## config.mk

```make
export PLATFORM = sky130hd
export DESIGN_NAME = touch_adc_responder
export DESIGN_NICKNAME = d
export VERILOG_FILES = /design/src/rtl/touch_adc_pkg.sv /design/src/rtl/touch_adc_sync_edge.sv /design/src/rtl/touch_adc_responder.sv
export SDC_FILE = /design/constraint.sdc
export NUM_CORES = 1
export LEC_CHECK = 0
export ABC_AREA = 1
export CAP_MARGIN = 20
export CORE_AREA = 2 2 70 121
export DETAILED_ROUTE_END_ITERATION = 7
export DIE_AREA = 0 0 72 123
export HOLD_SLACK_MARGIN = 0.02
export MAX_ROUTING_LAYER = met4
export PLACE_DENSITY = 0.46
export SLEW_MARGIN = 20
export SYNTH_ARGS = -nofsm -noshare
export SYNTH_HDL_FRONTEND = slang
export SYNTH_SLANG_ARGS = --single-unit
```

## constraint.sdc

```tcl
create_clock -name clk_clk -period 3.15 [get_ports clk_clk]
set_clock_uncertainty 0.1 [all_clocks]
set_input_delay 0.315 -clock clk_clk [delete_from_list [all_inputs] [get_ports clk_clk]]
set_output_delay 0.315 -clock clk_clk [all_outputs]
set_load 0.01 [all_outputs]
```

## src/rtl/touch_adc_pkg.sv

```systemverilog
// touch_adc_pkg: shared states, control-byte field positions and result widths for the touch ADC responder
package touch_adc_pkg;
    typedef enum logic [1:0] {IDLE, CMD, BUSY, DATA} state_t;
    localparam int S_BIT    = 7;
    localparam int A_HI     = 6;
    localparam int A_LO     = 4;
    localparam int MODE_BIT = 3;
    localparam int SER_BIT  = 2;
    localparam int PD_HI    = 1;
    localparam int PD_LO    = 0;
    localparam int RES_W12  = 12;
    localparam int RES_W8   = 8;
endpackage

```

## src/rtl/touch_adc_sync_edge.sv

```systemverilog
// touch_adc_sync_edge: multi-stage synchronizer for W lines; bit 0 also gets rise/fall pulses, the others are plain levels
module touch_adc_sync_edge #(
    parameter int             STAGES = 2,
    parameter int             W      = 3,
    parameter logic [W-1:0]   INIT   = '0
) (
    input  logic         clk,
    input  logic         rst_n,
    input  logic [W-1:0] d,
    output logic [W-1:1] q,
    output logic         rise,
    output logic         fall
);
    logic [STAGES-1:0][W-1:0] sync;
    logic                     prev;

    // shift the raw pins through the synchronizer chain and remember the previous bit-0 sample
    always_ff @(posedge clk or negedge rst_n) begin
        if (!rst_n) begin
            sync <= {STAGES{INIT}};
            prev <= INIT[0];
        end else begin
            sync <= {sync[STAGES-2:0], d};
            prev <= sync[STAGES-1][0];
        end
    end

    assign q    = sync[STAGES-1][W-1:1];
    assign rise = sync[STAGES-1][0] & ~prev;
    assign fall = ~sync[STAGES-1][0] & prev;
endmodule

```

## src/rtl/touch_adc_responder.sv

```systemverilog
// touch_adc_responder: device-side model of an ADS7843-style touch ADC serial port returning injected X/Y values
module touch_adc_responder
    import touch_adc_pkg::*;
#(
    parameter int         SYNC_STAGES = 2,
    parameter logic [2:0] CH_X        = 3'b101,
    parameter logic [2:0] CH_Y        = 3'b001
) (
    input  logic        clk_clk,
    input  logic        reset_reset_n,
    input  logic        cs_n,
    input  logic        dclk,
    input  logic        din,
    output logic        dout,
    output logic        busy,
    output logic        pen_intr_n,
    input  logic [11:0] x_value,
    input  logic [11:0] y_value,
    input  logic        pen_down
);
    state_t      state, state_n;
    logic [3:0]  cnt, cnt_n;
    logic [5:0]  ctrl, ctrl_n;
    logic [11:0] res, res_n, val;
    logic        dout_n, busy_n, pen_en, pen_en_n;
    logic [2:1]  sq;
    logic        cs_q, din_q, rise, fall;

    touch_adc_sync_edge #(.STAGES(SYNC_STAGES), .W(3), .INIT(3'b100)) u_sync (
        .clk   (clk_clk),
        .rst_n (reset_reset_n),
        .d     ({cs_n, din, dclk}),
        .q     (sq),
        .rise  (rise),
        .fall  (fall)
    );

    assign cs_q  = sq[2];
    assign din_q = sq[1];
    // ctrl holds command bits 6..1 (start bit dropped); the 8th bit arrives live on din_q
    assign val   = ctrl[A_HI-1:A_LO-1] == CH_X ? x_value :
                   ctrl[A_HI-1:A_LO-1] == CH_Y ? y_value : 12'h000;

    // state and output registers; pen interrupt is registered from the current state
    always_ff @(posedge clk_clk or negedge reset_reset_n) begin
        if (!reset_reset_n) begin
            state      <= IDLE;
            cnt        <= '0;
            ctrl       <= '0;
            res        <= '0;
            dout       <= 1'b0;
            busy       <= 1'b0;
            pen_en     <= 1'b1;
            pen_intr_n <= 1'b1;
        end else begin
            state      <= state_n;
            cnt        <= cnt_n;
            ctrl       <= ctrl_n;
            res        <= res_n;
            dout       <= dout_n;
            busy       <= busy_n;
            pen_en     <= pen_en_n;
            pen_intr_n <= ~(pen_down & pen_en & (state == IDLE) & ~busy);
        end
    end

    // command capture on dclk rises, busy/data presentation on dclk falls; deselect overrides everything
    always_comb begin
        state_n  = state;
        cnt_n    = cnt;
        ctrl_n   = ctrl;
        res_n    = res;
        dout_n   = dout;
        busy_n   = busy;
        pen_en_n = pen_en;
        if (cs_q) begin
            state_n = IDLE;
            cnt_n   = '0;
            dout_n  = 1'b0;
            busy_n  = 1'b0;
        end else if (rise && din_q && (state == IDLE || (state == DATA && cnt == 4'd0))) begin
            state_n = CMD;
            cnt_n   = 4'd1;
            ctrl_n  = '0;
        end else if (rise && state == CMD) begin
            ctrl_n = {ctrl[4:0], din_q};
            cnt_n  = cnt + 4'd1;
            if (cnt == 4'd7) begin
                state_n  = BUSY;
                res_n    = ctrl[MODE_BIT-1] ? {val[11:4], 4'h0} : val;
                cnt_n    = ctrl[MODE_BIT-1] ? 4'(RES_W8 - 1) : 4'(RES_W12 - 1);
                pen_en_n = ~din_q;
            end
        end else if (fall) begin
            if (state == BUSY && !busy) begin
                busy_n = 1'b1;
            end else if (state == BUSY || (state == DATA && cnt != 4'd0)) begin
                state_n = DATA;
                busy_n  = 1'b0;
                dout_n  = res[11];
                res_n   = {res[10:0], 1'b0};
                cnt_n   = state == DATA ? cnt - 4'd1 : cnt;
            end else begin
                dout_n  = 1'b0;
                state_n = state == DATA ? IDLE : state;
            end
        end
    end
endmodule

```

## Yosys cells after proc, flatten, opt, wreduce, memory -nomap -nowiden

Index checks and enable logic that the tools add are counted.

- Register bits: 35
- Bits of input ports: 30
- Output and inout port bits: 3
- Word-level logic and storage cells: 105

- Add/sub/neg operators: 2
- Equal/unequal tests: 13
- Muxes and demuxes: 39
- Bitwise logic cells: 12
- Reduce and logical (&&, ||, !) cells: 28

Operator list:

| kind | number |
|---|---|
| 12-bit 2-to-1 mux | 7 |
| 4-bit 2-to-1 mux | 10 |
| 4-bit AND reduction | 5 |
| 2-bit 2-to-1 mux | 8 |
| 4-bit nonzero test | 4 |
| 1-bit 2-to-1 mux | 12 |
| 6-bit 2-to-1 mux | 2 |
| 2-bit by 1-bit inequality test with 1-bit output (second input constant) | 4 |
| 2-bit nonzero test | 4 |
| 1-bit inverter | 7 |
| 1-bit logical AND | 6 |
| 6-bit AND reduction | 1 |
| 1-bit AND | 5 |
| 5-bit nonzero test | 1 |
| 4-bit by 1-bit adder with 4-bit output (second input constant) | 1 |
| 2-bit equality test (second input constant) | 2 |
| 4-bit by 3-bit equality test with 1-bit output (second input constant) | 1 |
| 4-bit logical NOT | 1 |
| 4-bit by 2-bit inequality test with 1-bit output (second input constant) | 1 |
| 4-bit by 3-bit inequality test with 1-bit output (second input constant) | 1 |
| 4-bit by 1-bit subtractor with 4-bit output (second input constant) | 1 |
| 3-bit by 1-bit equality test with 1-bit output (second input constant) | 1 |
| 3-bit equality test (second input constant) | 1 |
| 3-bit nonzero test | 1 |
| other kinds (6) | 7 |

## Depth between registers and ports, before layout

- Word-level depth: 9
- Gate-level depth with buffers: 11
- Mapped depth without buffers: 11

## Cells and area by module

Synthesis repeated with hierarchy kept, for this count alone.

- Cells, all modules: 268
- Area, all modules: 1991.9 µm²

By module, submodules not included:

| module | times used | cells each | area each (µm²) | seq. area each (µm²) |
|---|---|---|---|---|
| touch_adc_responder | 1 | 255 | 1784.2 | 703.2 |
| touch_adc_sync_edge | 1 | 13 | 207.7 | 177.7 |

## Least setup slack after synthesis

No wires, ideal clock.

- Path kind: register to register
- Start: register cnt[1]
- End: register res[10]
- Setup time: 0.122 ns
- Data arrival time: 1.368 ns
- Required time: 2.928 ns
- Path slack: 1.560 ns
- Cell stages (with the launch flop): 10
- Path buffers: 1
- Clock period less this slack: 1.590 ns
- Cell sequence: dfrtp_1 -> ha_1 -> nand3_1 -> inv_2 -> nand2_2 -> a21oi_2 -> nand2_2 -> buf_6 -> nand2_1 -> o21ai_2

- Longest elaborated chain between the ends: 6
- Elaborated cells on any way between the ends: 12
- Classes of those cells: eq/ne (2); bitwise (1); reduce/logical (9)

RTL lines:

| item | line | source |
|---|---|---|
| start, declared | touch_adc_responder.sv:22 | `logic [3:0] cnt, cnt_n;` |
| start signal, assigned | touch_adc_responder.sv:57 | `cnt <= cnt_n;` |
| 4-bit logical NOT | touch_adc_responder.sv:81 | `end else if (rise && din_q && (state == IDLE \|\| (state == DATA && cnt == 4'd0))) begin` |
| 1-bit logical AND | touch_adc_responder.sv:81 |  |
| 1-bit logical OR | touch_adc_responder.sv:81 |  |
| 1-bit logical AND | touch_adc_responder.sv:81 |  |
| 1-bit inverter (no line) | - |  |
| 6-bit AND reduction (no line) (*) | - |  |
| end signal, assigned | touch_adc_responder.sv:59 | `res <= res_n;` |
| end, declared | touch_adc_responder.sv:24 | `logic [11:0] res, res_n, val;` |

Mark *: on every way between the ends. The rest lies on a longest branch, timed or not.
A chain may end at the register's enable or synchronous reset.

## Worst setup path in the final report

- Start: register state[1]
- End: register res[9]

- Longest elaborated chain between the ends: 6
- Elaborated cells on any way between the ends: 18
- Classes of those cells: eq/ne (5); mux (1); bitwise (1); reduce/logical (11)

RTL lines:

| item | line | source |
|---|---|---|
| start, declared | touch_adc_responder.sv:21 | `state_t state, state_n;` |
| start signal, assigned | touch_adc_responder.sv:56 | `state <= state_n;` |
| 2-bit equality test | touch_adc_responder.sv:81, touch_adc_responder.sv:97 |  |
| 1-bit logical AND | touch_adc_responder.sv:81 |  |
| 1-bit logical OR | touch_adc_responder.sv:81 |  |
| 1-bit logical AND | touch_adc_responder.sv:81 |  |
| 1-bit inverter (no line) | - |  |
| 6-bit AND reduction (no line) | - |  |

Several ways; a longest one is shown, not always the timed one.

==> impl.org <==
** STA
- Setup violations remaining at the end of the flow were counted as 0.
- Fin crit period :: 2130 ps
- Minimum setup slack in the final design :: 1020 ps
- The total count of hold-check failures in the final report is 0.
- The number of pins with negative max-slew slack in the final report is 0.
- Worst slew margin :: 64.3%
- On the final layout, the worst hold slack is 241 ps.
- Setup repair after global routing left no endpoint under its margin.
- Post-route clock period utilization :: 67.5%
- Static timing analysis puts the maximum clock frequency at 470 MHz.
- For the pin with the worst max-slew slack, the measured transition is 533 ps.
- Accumulated negative setup slack :: 0 ps

** Clock tree
- Number of clock sinks :: 35
- Number of buffers inserted by hold repair at cts :: 0
- Worst skew pair latency :: 280 ps
- Clock-pin slew was measured on the worst setup and hold paths at 60 ps.
- The tree is rooted in a sky130_fd_sc_hd__clkbuf_16.
- Post-CTS Repair Setup Buffers :: 0
- CTS max path bufs :: 2
- The number of clock buffers added by TritonCTS is 5.
- Gates resized, CTS repair :: 0
- TritonCTS built the clock tree.
- The H-tree generated during clock tree synthesis spans 2 levels.

** Global routing
- Global routing used 13.7% of the available tracks.
- Entering global routing, the biggest net connects 36 pins.
- The first global-routing pass estimated 8.98 mm of wire.
- Number of global-route vias before repair :: 1848
- Global routing finished with a remaining overflow of 0.
- The number of antenna violations at the first check in global routing is 0.

** Final layout
- Number of standard cells in the final layout excluding fillers :: 375
- From synthesis to final layout, the design area changed by 26.4%.
- Most frequent cells in the layout :: 52 x sky130_fd_sc_hd__nand2_1, 40 x sky130_fd_sc_hd__inv_1, 32 x sky130_fd_sc_hd__clkdlybuf4s50_1
- Commonest non-fill, non-tap cell in the layout :: sky130_fd_sc_hd__nand2_1
- Core occupancy in the finished layout :: 31.9%
- Ratio of cells with drive above 1 in the final layout :: 13.0%
- # diodes :: 0
- The net count of the finished layout is 316.

** Power
- Per report_power, the combinational group accounts for 19.6% of the total.
- In this run the static leakage power is 1.21 nW.
- Of the total power, the share spent switching nets is 27.9%.
- Sw power :: 0.370 mW
- Internal Dissipation :: 0.957 mW
- Max IR drop VDD :: 0.000193 V
- Power spread over the standard cell area amounts to 526 mW/mm².
- Share of total power in the clock network :: 39.1%
- Relative contribution of sequential cells to total power :: 41.3%

** Detailed routing
- Dividing the detail-routed wire length by the instance count gives 13.5 µm.
- Before antenna repair, the detailed router went through 4 iterations.
- The routed layout has 1728 vias.
- In this run the remaining antenna-violating nets after routing total 0.
- The first routing iteration left 93 violations.
- After detailed routing, the total wire length is 5.08 mm.
- DRC errors left :: 0
- After detailed routing, the number of vias per cell comes to 4.61.

** Critical path
- The critical path in this run is classified as reg -> reg.
- For this design, the slowest cell found on the critical path is sky130_fd_sc_hd__dfrtp_1.
- The number of cells on the worst reg-to-reg path is 8.
- For this run, the slowest stage of the critical path takes 460 ps.
- Arrival time at the worst endpoint :: 2180 ps
- Worst-path maximum fanout :: 25
- The worst setup path is captured at a flip-flop.
- Startpoint types :: flip-flop
- Cell repeated most along the worst path :: sky130_fd_sc_hd__nand2_2
- Required time worst endpoint :: 3200 ps
- Sequence of cells on the critical path :: inv_2, nand2_2, nor2_4, a21oi_1, nor2_1, nand2_2, nand2_1, o21ai_2

** Placement
- Cells after DPL :: 367
- Placer congestion estimate :: 0.800
- Place WS :: 1010 ps
- DP HPWL :: 3.88 mm
- Port buffering added 32 buffers.

** Yosys
- The cell count after synthesis came out at 253.
- Cell types occupying the most area after synthesis :: sky130_fd_sc_hd__dfrtp_1 39%, sky130_fd_sc_hd__nand2_1 9.8%, sky130_fd_sc_hd__inv_1 7.5%
- Number of warnings printed during yosys synthesis :: 0
- The synthesized netlist contains 31 unique library cells.
- Of all flip-flops after synthesis, the portion carrying an async set or reset was 100%.
- Of the post-synthesis cell area, the part taken by muxes is 0%.
- The synthesized netlist occupies a cell area of 0.00200 mm².
- A synthesized cell averages 7.89 µm².
- For this run, the leading register cell type out of synthesis is sky130_fd_sc_hd__dfrtp_1.
- Synth Register Bits :: 35
- The largest total area in the synthesized netlist belongs to sky130_fd_sc_hd__dfrtp_1.
- Sequential area share after synthesis :: 44.1%
- Post-synthesis share of cell area spent on xor and xnor gates :: 1.32%
- By area, the combinational part of the netlist is dominated by simple AND/OR/NAND/NOR gates.
- The synthesized design contains 0 enable-type register cells.
- After synthesis, the largest area contributor takes up 38.8% of total cell area.
- Of the total synthesized cell area, the portion taken by AND, OR, NAND and NOR gates is 23.6%.
- When the netlist entered floorplanning its net count stood at 285.
- Of the total synthesized cell area, the portion taken by full adders, half adders and majority gates is 1.25%.
- The synthesized netlist devotes 18.1% of its cell area to compound gates.

** Worst hold path
- Hold Crit Depth :: 0
- Hold Path Class :: reg -> reg

** Die
- The floorplan step set the die width to 72 µm.
- In this run the count of I/O pins placed on the die edge is 33.
- Total core area :: 0.00791 mm²
- Core Rows :: 43
- The floorplan step defined a die boundary enclosing 0.00886 mm².
- From bottom edge to top edge, the die measures 123 µm.
- Initial Utilization :: 25.2%

** Job
- Max-cap violations in this run came to 0.

** Status
- Status :: completed
power groups by stage:
stage	Sequential (mW)	Clock, mW	Combinational [mW]
2_1_floorplan	0.530	0	0.204
3_3_place_gp	0.556	0	0.261
3_5_place_dp	0.555	0	0.261
4_1_cts	0.548	0.540	0.263
5_1_grt	0.556	0.560	0.303
6_report	0.548	0.519	0.260
kinds of logic (layout without fill, tap and decap cells):
family | Yosys count | in the layout
flops | 35 | 35
xor+xnor | 3 | 3
fa+ha+maj | 2 | 2
compound gates | 58 | 58
simple gates | 103 | 103
buf+inv | 52 | 84
through the flow:
step / power [mW] / cell area, µm²
floorplan: 0.734 / 2000
finish: 1.33 / 2520
CTS: 1.35 / 2520
global route: 1.42 / 2520
global placement: 0.817 / 2370
detailed placement: 0.816 / 2370
worst max-delay path, delay by kind of cell (launching register included):
family | cells | cell delay (ps)
buffers and inverters | 1 | 90
AND/OR/NAND/NOR | 5 | 1130
AO/OA/AOI/OAI | 2 | 200
flip-flops | 1 | 460
layer usage:
metal  track usage (%)  part of all wire (%)  vias up
met2              25.9                    58       41
met5                 -                     0        -
met4              7.43                   3.0        0
met3              1.79                   2.8       10
li1                  -                     -      877
met1              13.3                    36      800
cell type report:
cell class	count	area [µm²]
Fill cell	878	5390
Multi-Input combinational cell	166	885
Sequential cell	35	881
Timing Repair Buffer	33	328
Inverter	43	161
Clock buffer	8	156
Tap cell	90	113
synth_stat cells (all sizes together) (2+ instances only):
cell type / n
o21ai: 26
a21boi: 3
a21oi: 9
nor2: 25
o22ai: 17
a31oi: 2
dfrtp: 31
inv: 43
xor2: 2
ha: 2
nand3: 19
clkbuf: 2
dfstp: 4
nand2: 56
buf: 7
state kept, by name, indices dropped and copies added (netlist names):
register,count
res,12
pen_intr_n,1
u_sync.q,2
cnt,4
ctrl,6
u_sync.prev,1
state,2
busy,1
pen_en,1
u_sync.sync,4
dout,1
final timing paths:
check	start	end	slack [ps]
worst max-delay path	state[1]$_DFFE_PN0P_	res[9]$_DFFE_PN0P_	1020
worst min-delay path	u_sync.sync[0]$_DFF_PN0_	u_sync.sync[3]$_DFF_PN0_	240
worst max register to register	state[1]$_DFFE_PN0P_	res[9]$_DFFE_PN0P_	1020
worst min register to register	u_sync.sync[0]$_DFF_PN0_	u_sync.sync[3]$_DFF_PN0_	240
max in group asynchronous	reset_reset_n	u_sync.sync[2]$_DFF_PN1_	2240
min in group asynchronous	reset_reset_n	cnt[2]$_DFFE_PN0P_	350
Power figures use the tool's default switching activity.
